### config.mk
export PLATFORM = sky130hd
export DESIGN_NAME = neopixel_frame_arbiter_flat
export DESIGN_NICKNAME = d
export VERILOG_FILES = /design/src/rtl/neopixel_frame_arbiter_if.sv /design/src/rtl/neopixel_frame_arbiter.sv /design/src/flat_wrapper.sv
export SDC_FILE = /design/constraint.sdc
export NUM_CORES = 1
export LEC_CHECK = 0
export CORE_MARGIN = 2
export CORE_UTILIZATION = 42
export CTS_CLUSTER_SIZE = 20
export DETAILED_ROUTE_END_ITERATION = 10
export PLACE_DENSITY = 0.76
export RECOVER_POWER = 25
export SYNTH_ARGS = -nofsm -noshare
export SYNTH_HDL_FRONTEND = slang
export SYNTH_SLANG_ARGS = --single-unit
### constraint.sdc
create_clock -name clock -period 1.9 [get_ports clock]
set_input_delay 0.475 -clock clock [delete_from_list [all_inputs] [get_ports clock]]
set_output_delay 0.475 -clock clock [all_outputs]
set_load 0.01 [all_outputs]
### src/rtl/neopixel_frame_arbiter_if.sv
// Bundle between the two pattern producers, the NeoPixel driver and the arbiter.
// The arbiter takes the slave view; the producers and the driver take the master view.
interface neopixel_frame_arbiter_if;
  // Producer side: client i owns bit i, or the slice at i * width.
  logic [1:0]  c_req;
  logic [1:0]  c_load_color;
  logic [5:0]  c_pixel_index;
  logic [3:0]  c_color_index;
  logic [15:0] c_color_level;
  logic [1:0]  c_send_it;
  logic [1:0]  c_gnt;
  logic [1:0]  c_ready_to_load;
  logic [1:0]  c_ready_to_send;
  logic [1:0]  c_done;

  // Driver side.
  logic        ready_to_load;
  logic        ready_to_send;
  logic        done_wait;
  logic [2:0]  pixel_index;
  logic [1:0]  color_index;
  logic [7:0]  color_level;
  logic        load_color;
  logic        send_it;

  modport master (
    output c_req, c_load_color, c_pixel_index, c_color_index, c_color_level, c_send_it,
    output ready_to_load, ready_to_send, done_wait,
    input  c_gnt, c_ready_to_load, c_ready_to_send, c_done,
    input  pixel_index, color_index, color_level, load_color, send_it
  );

  modport slave (
    input  c_req, c_load_color, c_pixel_index, c_color_index, c_color_level, c_send_it,
    input  ready_to_load, ready_to_send, done_wait,
    output c_gnt, c_ready_to_load, c_ready_to_send, c_done,
    output pixel_index, color_index, color_level, load_color, send_it
  );
endinterface

### src/rtl/neopixel_frame_arbiter.sv
// Round-robin whole-frame arbiter sharing one NeoPixel driver between two producers,
// with a watchdog that reclaims the driver from an owner that never sends.
module neopixel_frame_arbiter #(
  parameter int unsigned TIMEOUT_CYCLES = 20'hFFFFF,
  parameter int unsigned FCNT_W         = 16
) (
  input  logic                 clock,
  input  logic                 reset,
  neopixel_frame_arbiter_if.slave bus,
  output logic                 timeout,
  output logic [FCNT_W-1:0]    frame_count
);
  localparam int WD_W = $clog2(TIMEOUT_CYCLES + 1);

  typedef enum logic [1:0] {IDLE, GRANT, WAIT_DONE} state_t;

  state_t          state, state_next;
  logic            owner, owner_next;
  logic            last_owner, last_owner_next;
  logic [WD_W-1:0] watchdog, watchdog_next;
  logic [1:0]      gnt_next, done_next;
  logic            timeout_next;
  logic            count_en;

  logic [1:0] owner_hot;
  logic       own_req, own_load, own_send, expired;

  assign owner_hot = owner ? 2'b10 : 2'b01;
  assign own_req   = bus.c_req[owner];
  assign own_load  = bus.c_load_color[owner];
  assign own_send  = bus.c_send_it[owner];
  assign expired   = (watchdog == WD_W'(TIMEOUT_CYCLES - 1));

  always_comb begin
    // NOTE: every output of this block gets a default before the case so no path leaves a latch.
    state_next          = state;
    owner_next          = owner;
    last_owner_next     = last_owner;
    watchdog_next       = watchdog;
    gnt_next            = 2'b00;
    done_next           = 2'b00;
    timeout_next        = 1'b0;
    count_en            = 1'b0;
    bus.pixel_index     = '0;
    bus.color_index     = '0;
    bus.color_level     = '0;
    bus.load_color      = 1'b0;
    bus.send_it         = 1'b0;
    bus.c_ready_to_load = 2'b00;
    bus.c_ready_to_send = 2'b00;

    // While a grant is held the driver sees only the owner's slice and readiness.
    if (state != IDLE) begin
      bus.pixel_index     = owner ? bus.c_pixel_index[5:3]  : bus.c_pixel_index[2:0];
      bus.color_index     = owner ? bus.c_color_index[3:2]  : bus.c_color_index[1:0];
      bus.color_level     = owner ? bus.c_color_level[15:8] : bus.c_color_level[7:0];
      bus.c_ready_to_load = owner_hot & {2{bus.ready_to_load}};
      bus.c_ready_to_send = owner_hot & {2{bus.ready_to_send}};
    end

    case (state)
      IDLE: begin
        if (|bus.c_req) begin
          owner_next    = (bus.c_req == 2'b11) ? ~last_owner : bus.c_req[1];
          gnt_next      = owner_next ? 2'b10 : 2'b01;
          watchdog_next = '0;
          state_next    = GRANT;
        end
      end
      GRANT: begin
        gnt_next       = owner_hot;
        bus.load_color = own_load & bus.ready_to_load;
        watchdog_next  = watchdog + WD_W'(1);
        // A send wins over a simultaneous request drop or watchdog expiry.
        if (own_send && bus.ready_to_send) begin
          bus.send_it    = 1'b1;
          bus.load_color = 1'b0;
          watchdog_next  = '0;
          state_next     = WAIT_DONE;
        end else if (!own_req) begin
          gnt_next        = 2'b00;
          last_owner_next = owner;
          watchdog_next   = '0;
          state_next      = IDLE;
        end else if (expired) begin
          gnt_next        = 2'b00;
          timeout_next    = 1'b1;
          last_owner_next = owner;
          watchdog_next   = '0;
          state_next      = IDLE;
        end
      end
      WAIT_DONE: begin
        gnt_next = owner_hot;
        if (bus.done_wait) begin
          gnt_next        = 2'b00;
          done_next       = owner_hot;
          count_en        = 1'b1;
          last_owner_next = owner;
          state_next      = IDLE;
        end
      end
      default: state_next = IDLE;
    endcase
  end

  // NOTE: state registers use non-blocking assignments so every flop samples pre-edge values.
  always_ff @(posedge clock or posedge reset) begin
    if (reset) begin
      state       <= IDLE;
      owner       <= 1'b0;
      last_owner  <= 1'b1;
      watchdog    <= '0;
      frame_count <= '0;
      timeout     <= 1'b0;
      bus.c_gnt   <= 2'b00;
      bus.c_done  <= 2'b00;
    end else begin
      state       <= state_next;
      owner       <= owner_next;
      last_owner  <= last_owner_next;
      watchdog    <= watchdog_next;
      frame_count <= frame_count + FCNT_W'(count_en);
      timeout     <= timeout_next;
      bus.c_gnt   <= gnt_next;
      bus.c_done  <= done_next;
    end
  end
endmodule

### src/flat_wrapper.sv
// flat-port wrapper written by rule: the top's interface ports become plain ports
module neopixel_frame_arbiter_flat 
#(
  parameter int unsigned TIMEOUT_CYCLES = 20'hFFFFF,
  parameter int unsigned FCNT_W         = 16
)
  (clock, reset, timeout, frame_count, bus_c_req, bus_c_load_color, bus_c_pixel_index, bus_c_color_index, bus_c_color_level, bus_c_send_it, bus_ready_to_load, bus_ready_to_send, bus_done_wait, bus_c_gnt, bus_c_ready_to_load, bus_c_ready_to_send, bus_c_done, bus_pixel_index, bus_color_index, bus_color_level, bus_load_color, bus_send_it);
  neopixel_frame_arbiter_if bus_i ();
  input  logic clock;
  input  logic reset;
  output logic timeout;
  output logic [FCNT_W-1:0] frame_count;
  input wire logic [$bits(bus_i.c_req)-1:0] bus_c_req;
  input wire logic [$bits(bus_i.c_load_color)-1:0] bus_c_load_color;
  input wire logic [$bits(bus_i.c_pixel_index)-1:0] bus_c_pixel_index;
  input wire logic [$bits(bus_i.c_color_index)-1:0] bus_c_color_index;
  input wire logic [$bits(bus_i.c_color_level)-1:0] bus_c_color_level;
  input wire logic [$bits(bus_i.c_send_it)-1:0] bus_c_send_it;
  input wire logic [$bits(bus_i.ready_to_load)-1:0] bus_ready_to_load;
  input wire logic [$bits(bus_i.ready_to_send)-1:0] bus_ready_to_send;
  input wire logic [$bits(bus_i.done_wait)-1:0] bus_done_wait;
  output wire logic [$bits(bus_i.c_gnt)-1:0] bus_c_gnt;
  output wire logic [$bits(bus_i.c_ready_to_load)-1:0] bus_c_ready_to_load;
  output wire logic [$bits(bus_i.c_ready_to_send)-1:0] bus_c_ready_to_send;
  output wire logic [$bits(bus_i.c_done)-1:0] bus_c_done;
  output wire logic [$bits(bus_i.pixel_index)-1:0] bus_pixel_index;
  output wire logic [$bits(bus_i.color_index)-1:0] bus_color_index;
  output wire logic [$bits(bus_i.color_level)-1:0] bus_color_level;
  output wire logic [$bits(bus_i.load_color)-1:0] bus_load_color;
  output wire logic [$bits(bus_i.send_it)-1:0] bus_send_it;
  assign bus_i.c_req = bus_c_req;
  assign bus_i.c_load_color = bus_c_load_color;
  assign bus_i.c_pixel_index = bus_c_pixel_index;
  assign bus_i.c_color_index = bus_c_color_index;
  assign bus_i.c_color_level = bus_c_color_level;
  assign bus_i.c_send_it = bus_c_send_it;
  assign bus_i.ready_to_load = bus_ready_to_load;
  assign bus_i.ready_to_send = bus_ready_to_send;
  assign bus_i.done_wait = bus_done_wait;
  assign bus_c_gnt = bus_i.c_gnt;
  assign bus_c_ready_to_load = bus_i.c_ready_to_load;
  assign bus_c_ready_to_send = bus_i.c_ready_to_send;
  assign bus_c_done = bus_i.c_done;
  assign bus_pixel_index = bus_i.pixel_index;
  assign bus_color_index = bus_i.color_index;
  assign bus_color_level = bus_i.color_level;
  assign bus_load_color = bus_i.load_color;
  assign bus_send_it = bus_i.send_it;
  neopixel_frame_arbiter #(.TIMEOUT_CYCLES(TIMEOUT_CYCLES), .FCNT_W(FCNT_W)) u_core (.clock(clock), .reset(reset), .bus(bus_i), .timeout(timeout), .frame_count(frame_count));
endmodule
==> flow_summary_export.csv, run 1 <==
group,metric,value,unit
power,powerDensity,1020,nW/um^2
critical_path,rr_worst_depth,8,
hold_path,hold_path_class,"flip-flop to flip-flop",
job,maxCapViolCount,0,
timing,finalHoldViolations,0,
finish,drive_above_1_share,29.2,%
logic_synthesis,synthTopCellsByArea,"dfrtp_1, mux2i_1, nor2_1",
critical_path,crit_path_start_kind,"flip-flop",
power,power.total,0.00401,W
timing,timing.fmax,486,MHz
logic_synthesis,synth_top_area_share,44.6,%
critical_path,critPathMaxFanout,2,
critical_path,cp-end-kind,"output pin",
timing,rsz0062_at_grt,"yes",
logic_synthesis,synth_common_cells,"dfrtp_1, nor2_1, nand2_1, nand3_1, mux2i_1",
route,via_per_inst,5.41,
cts,cts.sinks,45,
timing,worst_pin_slew,0.522,ns
cts,clock-root-buffer,"clkbuf_8",
timing,fin_skew,0.00595,ns
critical_path,r2r_start,"u_core.owner$_DFFE_PP0P_",
critical_path,cp.arrival,1.58,ns
cts,cts_hold_buffers,0,
route,vias,2536,
cts,clockBufferDepth,2,
floorplan,core_area,5610,sq um
route,drc,0,
logic_synthesis,netlist_area,2470,sq um
logic_synthesis,syn_nets,304,
cts,htree_levels,2,
placement,io_buffers,76,
timing,layout_setup_ws,-0.157,ns
route,drt_pre_antenna_iters,4,
logic_synthesis,avgSynthCellArea,9.39,sq um
critical_path,cp_num_buf_inv,2,
floorplan,fp.dieArea,6510,sq um
route,drt_iter0_drc,133,
placement,pre_cts_ws,-0.691,ns
timing,drv_slew,0,
critical_path,r2r_setup_slack,-0.09,ns
critical_path,crit_required,1.42,ns
finish,fin_nets,437,
finish,area_growth,58.7,%
logic_synthesis,async_flop_share,100,%
critical_path,critical-path-top-delay-family,"flip-flops",
logic_synthesis,ys_seq_elements,45,
timing,whs,0.471,ns
cts,clock_latency,0.30,ns
route,routedWlPerCell,15.1,um
logic_synthesis,synth_edf_count,0,
floorplan,pin_count,77,
floorplan,dieWidth,80.7,um
finish,fin_cells,469,
critical_path,path_common_cell,"nand2_4",
floorplan,start_util,44.0,%
grt,grt-ovfl-total,0,
placement,place_hpwl,4.94,mm
logic_synthesis,ys_warn_count,0,
cts,clk_pin_slew_worst_paths,0.08,ns
critical_path,slowest_stage,"dfrtp_1",
logic_synthesis,ys.flop_type,"dfrtp_1",
logic_synthesis,synth_cell_types,40,
critical_path,endpoint,"bus_load_color",
timing,period_share,108,%
grt,antenna_found_initial,0,
placement,placed_cells,440,
critical_path,cp_num_cells,6,
timing,setup_viol,10,
grt,grt_pass1_wl,11.1,mm
critical_path,critical_path_class,"flip-flop to output pin",
grt,grt_max_degree,21,
critical_path,cpPeakStageDelay,0.41,ns
timing,tns,-0.607,ns
status,failed_checks,"setup timing",
logic_synthesis,yosys.cell_count.top_type,"dfrtp_1",
status,status,"finished with violations",
grt,first_global_vias,2514,
power,power.leakage,1.80,nW
power,vdd_drop_max,0.000669,V
floorplan,die_h,80.7,um
critical_path,reg2reg_to,"u_core.watchdog[8]$_DFFE_PP0P_",
logic_synthesis,synth_top_area_cell,"dfrtp_1",
timing,period_needed,2.06,ns
floorplan,row_count,27,
route,routed_wl,7.10,mm
critical_path,startpoint,"u_core.owner$_DFFE_PP0P_",
finish,num_antenna_cells,0,
placement,gp_congestion,0.843,
cts,cts_buffers,5,
cts,cts_tree,"done",
route,ant_nets,0,
logic_synthesis,ys_seq_area_share,45.6,%
critical_path,crit_chain,"buf_6, mux2_4, nand2_4, nand2_4, nor3b_2, buf_2",
logic_synthesis,syn_inst,263,
timing,slew_headroom,65.2,%
grt,grt.total_usage,22.1,%
## registers in the layout, indices dropped and copies added (netlist names)
signal / flops
u_core.bus.c_gnt: 2
u_core.timeout: 1
u_core.state: 2
u_core.bus.c_done: 2
u_core.frame_count: 16
u_core.owner: 1
u_core.watchdog: 20
u_core.last_owner: 1
## through the flow
step,utilization (%),area [sq um]
6_report,69.9,3920
5_1_grt,69.9,3920
4_1_cts,67.6,3790
3_5_place_dp,63.8,3580
3_3_place_gp,63.8,3580
2_1_floorplan,-,2470
## how the worst min path moves through the flow
stage                                     startpoint                          endpoint  slack, ns  cells after the start
finish              u_core.frame_count[15]$_DFF_PP0_  u_core.frame_count[15]$_DFF_PP0_       0.47                      1
floorplan            u_core.watchdog[10]$_DFFE_PP0P_   u_core.watchdog[10]$_DFFE_PP0P_       0.45                      1
global route        u_core.frame_count[15]$_DFF_PP0_  u_core.frame_count[15]$_DFF_PP0_       0.52                      1
global placement    u_core.frame_count[15]$_DFF_PP0_  u_core.frame_count[15]$_DFF_PP0_       0.46                      1
detailed placement  u_core.frame_count[15]$_DFF_PP0_  u_core.frame_count[15]$_DFF_PP0_       0.46                      1
CTS                                            reset    u_core.watchdog[1]$_DFFE_PP0P_       0.44                      2
## cells in the final DEF, fill, tap and decap left out, types with 3 or more instances in the layout
master,synthesis,layout
nand3_1,17,16
clkdlybuf4s50_1,0,51
buf_2,2,14
clkbuf_8,0,6
o21ai_0,9,7
o211ai_1,3,3
nor3_1,4,4
o22ai_1,3,3
mux2i_1,15,13
dlygate4sd2_1,0,4
nor2_1,34,30
a21oi_1,8,8
nand4_1,10,10
xnor2_1,9,9
xor2_1,12,12
nand2_1,24,21
buf_4,0,47
dfrtp_1,44,43
buf_6,3,15
inv_1,9,7
and3_1,7,4
and3_4,0,3
a41oi_1,4,3
a31oi_1,8,8
## power breakdown
group          total, W  switching (W)  internal [W]
clock          0.000604       0.000308      0.000297
combinational   0.00220        0.00103       0.00117
sequential      0.00121       0.000125       0.00108
## repair_timing
item / in CTS / in global routing
gates cloned: 1 / 1
pin swaps: 13 / 10
endpoints found under the hold margin: 0 / 0
endpoints found under the setup margin: 37 / 46
buffers inserted: 9 / 11
gates resized for setup: 108 / 24
## cell families (layout without fill, tap and decap cells)
kind of cell	count (synthesis)	count (layout)	share of synthesized area [%]
compound gates	41	41	10.7
mux	17	17	7.14
xor+xnor	21	21	7.45
buf+inv	20	154	4.05
simple gates	115	115	22.9
flops	45	45	45.6
fa+ha+maj	4	4	2.03
## area by class of cell
cell class / instances / area [sq um]
Sequential cell: 45 / 1130
Clock buffer: 8 / 90.1
Tap cell: 72 / 90.1
Timing Repair Buffer: 137 / 1200
Inverter: 9 / 33.8
Multi-Input combinational cell: 198 / 1380
Fill cell: 447 / 1690
## routing by layer
metal | routed length [um] | track usage (%)
met1 | 2870 | 25.1
met2 | 3640 | 39.2
met3 | 392 | 4.94
met4 | 197 | 9.83
met5 | 0 | 0
Note: power is estimated with default switching activity, not from simulation.
==> run 2: changes to the inputs <==
- ABC_AREA: default -> 1
- CAP_MARGIN: default -> 40
- CORE_UTILIZATION: 42 -> 43
- PLACE_DENSITY: 0.76 -> 0.77
==> run 2 against run 1 <==
Compared with the run above: the flow still finishes with violations (setup timing); count of clock-buffer cells in the layout down 2; highest routed layer unchanged; critical path type unchanged; global-route usage is 0.84 points higher; flip-flop and latch count did not move.
==> flow_summary_export.csv, run 2 <==
group,metric,value,unit
timing,layout_setup_ws,-0.0713,ns
placement,placed_cells,508,
floorplan,row_count,28,
finish,drive_above_1_share,30.6,%
grt,first_global_vias,2687,
logic_synthesis,synth_cell_types,36,
logic_synthesis,syn_inst,328,
critical_path,critPathMaxFanout,6,
route,ant_nets,0,
cts,cts_hold_buffers,0,
timing,period_needed,1.97,ns
route,vias,2641,
finish,largest_register_ffs,20,
placement,gp_congestion,0.811,
finish,fin_cells,532,
power,power.share.clock,18.4,%
timing,setup_viol,1,
floorplan,fp.dieArea,6650,sq um
route,drt_iter0_drc,144,
logic_synthesis,synth_top_area_cell,"dfrtp_1",
logic_synthesis,synth_edf_count,0,
route,drt_pre_antenna_iters,4,
power,intPower,0.00254,W
timing,period_share,104,%
logic_synthesis,yosys.cell_count.top_type,"nand2_1",
cts,htree_levels,2,
finish,largestRegisters,"u_core.watchdog x20, u_core.frame_count x16",
cts,clk_pin_slew_worst_paths,0.08,ns
logic_synthesis,ys.flop_type,"dfrtp_1",
grt,grt.total_usage,22.9,%
placement,io_buffers,76,
timing,finalHoldViolations,0,
job,maxCapViolCount,0,
hold_path,hold_depth,2,
cts,cts.sinks,45,
finish,layout_commonest_cell,"nand2_1",
finish,area_growth,56.9,%
logic_synthesis,synthTopCellsByArea,"dfrtp_1, nand2_1, inv_1",
cts,cts_tree,"done",
critical_path,rr_worst_depth,12,
power,vdd_drop_max,0.000776,V
floorplan,die_h,81.6,um
critical_path,cp-end-kind,"output pin",
floorplan,pin_count,77,
cts,clock-root-buffer,"clkbuf_8",
finish,post-route-util,69.4,%
power,p_seq_share,28.4,%
status,status,"finished with violations",
route,via_per_inst,4.96,
route,routedWlPerCell,13.5,um
critical_path,crit_required,1.42,ns
grt,grt_pass1_wl,11.6,mm
cts,clockBufferDepth,2,
timing,slew_headroom,47.2,%
route,routed_wl,7.16,mm
finish,final_cell_mix,"nand2_1, clkdlybuf4s50_1, dfrtp_1",
placement,place_hpwl,5.01,mm
critical_path,crit_path_start_kind,"flip-flop",
logic_synthesis,netlist_area,2590,sq um
critical_path,critical_path_class,"flip-flop to output pin",
logic_synthesis,synth_common_cells,"nand2_1, dfrtp_1, inv_1, nor2_1, nand3_1",
logic_synthesis,async_flop_share,100,%
timing,rsz0062_at_grt,"yes",
timing,drv_slew,0,
power,powerDensity,1040,nW/um^2
hold_path,hold_path_class,"flip-flop to flip-flop",
logic_synthesis,ys_seq_area_share,43.6,%
power,power.total,0.00421,W
logic_synthesis,ys_seq_elements,45,
cts,clock_latency,0.31,ns
timing,fin_skew,0.0110,ns
logic_synthesis,synth_top_area_share,42.6,%
logic_synthesis,syn_nets,369,
timing,whs,0.482,ns
floorplan,dieWidth,81.6,um
grt,grt-ovfl-total,0,
logic_synthesis,ys_warn_count,0,
grt,grt_max_degree,19,
finish,top_register,"u_core.watchdog",
floorplan,start_util,44.2,%
logic_synthesis,avgSynthCellArea,7.89,sq um
placement,dpl_cell_area,3710,sq um
finish,num_antenna_cells,0,
finish,fin_area,4060,sq um
floorplan,core_area,5850,sq um
finish,fin_nets,497,
grt,antenna_found_initial,0,
power,p_sw,0.00168,W
route,drc,0,
cts,cts_buffers,5,
power,p_sw_share,39.8,%
finish,nFillCells,452,
power,power.leakage,1.91,nW
power,comb_power_share,53.2,%
critical_path,cp.arrival,1.50,ns
timing,worst_pin_slew,0.790,ns
status,failed_checks,"setup timing",
timing,timing.fmax,507,MHz
==> run 2: changes by cell type after synthesis, sizes merged, moves of 5 or more <==
cell   previous run  this run
a31oi             9         0
mux2i            15         0
buf               7         2
and3              7         1
nand2            24        90
a21oi             8        19
inv               9        41
nor2             34        45
nor3              4        10
nand3            17        22
==> run 2: critical path: stages, from the launching register on <==
cell       delay, ns
dfrtp_2         0.46
inv_4           0.11
nand2_1         0.10
a2111oi_4       0.34
buf_2           0.18
==> run 2: layout make-up <==
type                            count  area (sq um)  share of cell area, %
Multi-Input combinational cell    236          1440                   35.5
Sequential cell                    45          1130                   27.8
Timing Repair Buffer              126          1110                   27.2
Inverter                           42           169                   4.16
Tap cell                           75          93.8                   2.31
Clock buffer                        6          82.6                   2.03
Clock inverter                      2          37.5                  0.925
==> run 2: logic make-up after synthesis <==
group	synth area share, %
fa+ha+maj	1.93
compound gates	6.53
buf+inv	7.16
xor+xnor	7.45
simple gates	33.4
flops	43.6
==> run 2: stage by stage <==
stage,setup WS [ns],TNS (ns)
3_5_place_dp,-0.624,-10.43
6_report,-0.0713,-0.0713
2_1_floorplan,0.0339,0
3_3_place_gp,-0.601,-9.24
4_1_cts,-0.0462,-0.0462
5_1_grt,-0.132,-0.400
==> run 2: layer usage <==
layer  vias to the layer above  track usage, %  share of wire (%)
met2                       101            41.2                 52
li1                       1291               -                  -
met5                         -               0                  0
met1                      1235            25.2                 40
met3                        14            4.73                5.8
met4                         0            12.3                2.8
==> run 2: timing repair <==
action / 4_1_cts / 5_1_grt
cloned: 1 / 0
setup endpoints to repair: 26 / 28
resized for setup: 111 / 26
setup buffers: 15 / 2
hold endpoints to repair: 0 / 0
pin swaps: 10 / 9
==> run 2: worst paths after layout <==
path                                          startpoint                               end  slack [ns]
max                             u_core.owner$_DFFE_PP0P_                    bus_load_color       -0.07
min in group asynchronous                          reset   u_core.frame_count[4]$_DFF_PP0_        0.54
min reg2reg                u_core.last_owner$_DFFE_PP1P_     u_core.last_owner$_DFFE_PP1P_        0.48
min                        u_core.last_owner$_DFFE_PP1P_     u_core.last_owner$_DFFE_PP1P_        0.48
max reg2reg                  u_core.state[0]$_DFFE_PP0P_  u_core.frame_count[14]$_DFF_PP0_        0.08
max in group asynchronous                          reset    u_core.watchdog[8]$_DFFE_PP0P_        0.31
==> run 2: power groups by stage <==
| stage | Sequential, W | Clock, W | Combinational (W) |
|---|---|---|---|
| after floorplan | 0.00120 | 0 | 0.000917 |
| after global placement | 0.00119 | 0 | 0.00194 |
| after detailed placement | 0.00119 | 0 | 0.00197 |
| after CTS | 0.00117 | 0.000788 | 0.00220 |
| after global routing | 0.00121 | 0.000827 | 0.00241 |
| final | 0.00120 | 0.000774 | 0.00224 |
==> run 3: changes to the inputs <==
- SLEW_MARGIN: default -> 20
==> results of run 3 <==
No change in the layout: final DEF, timing and power equal those of run 2.
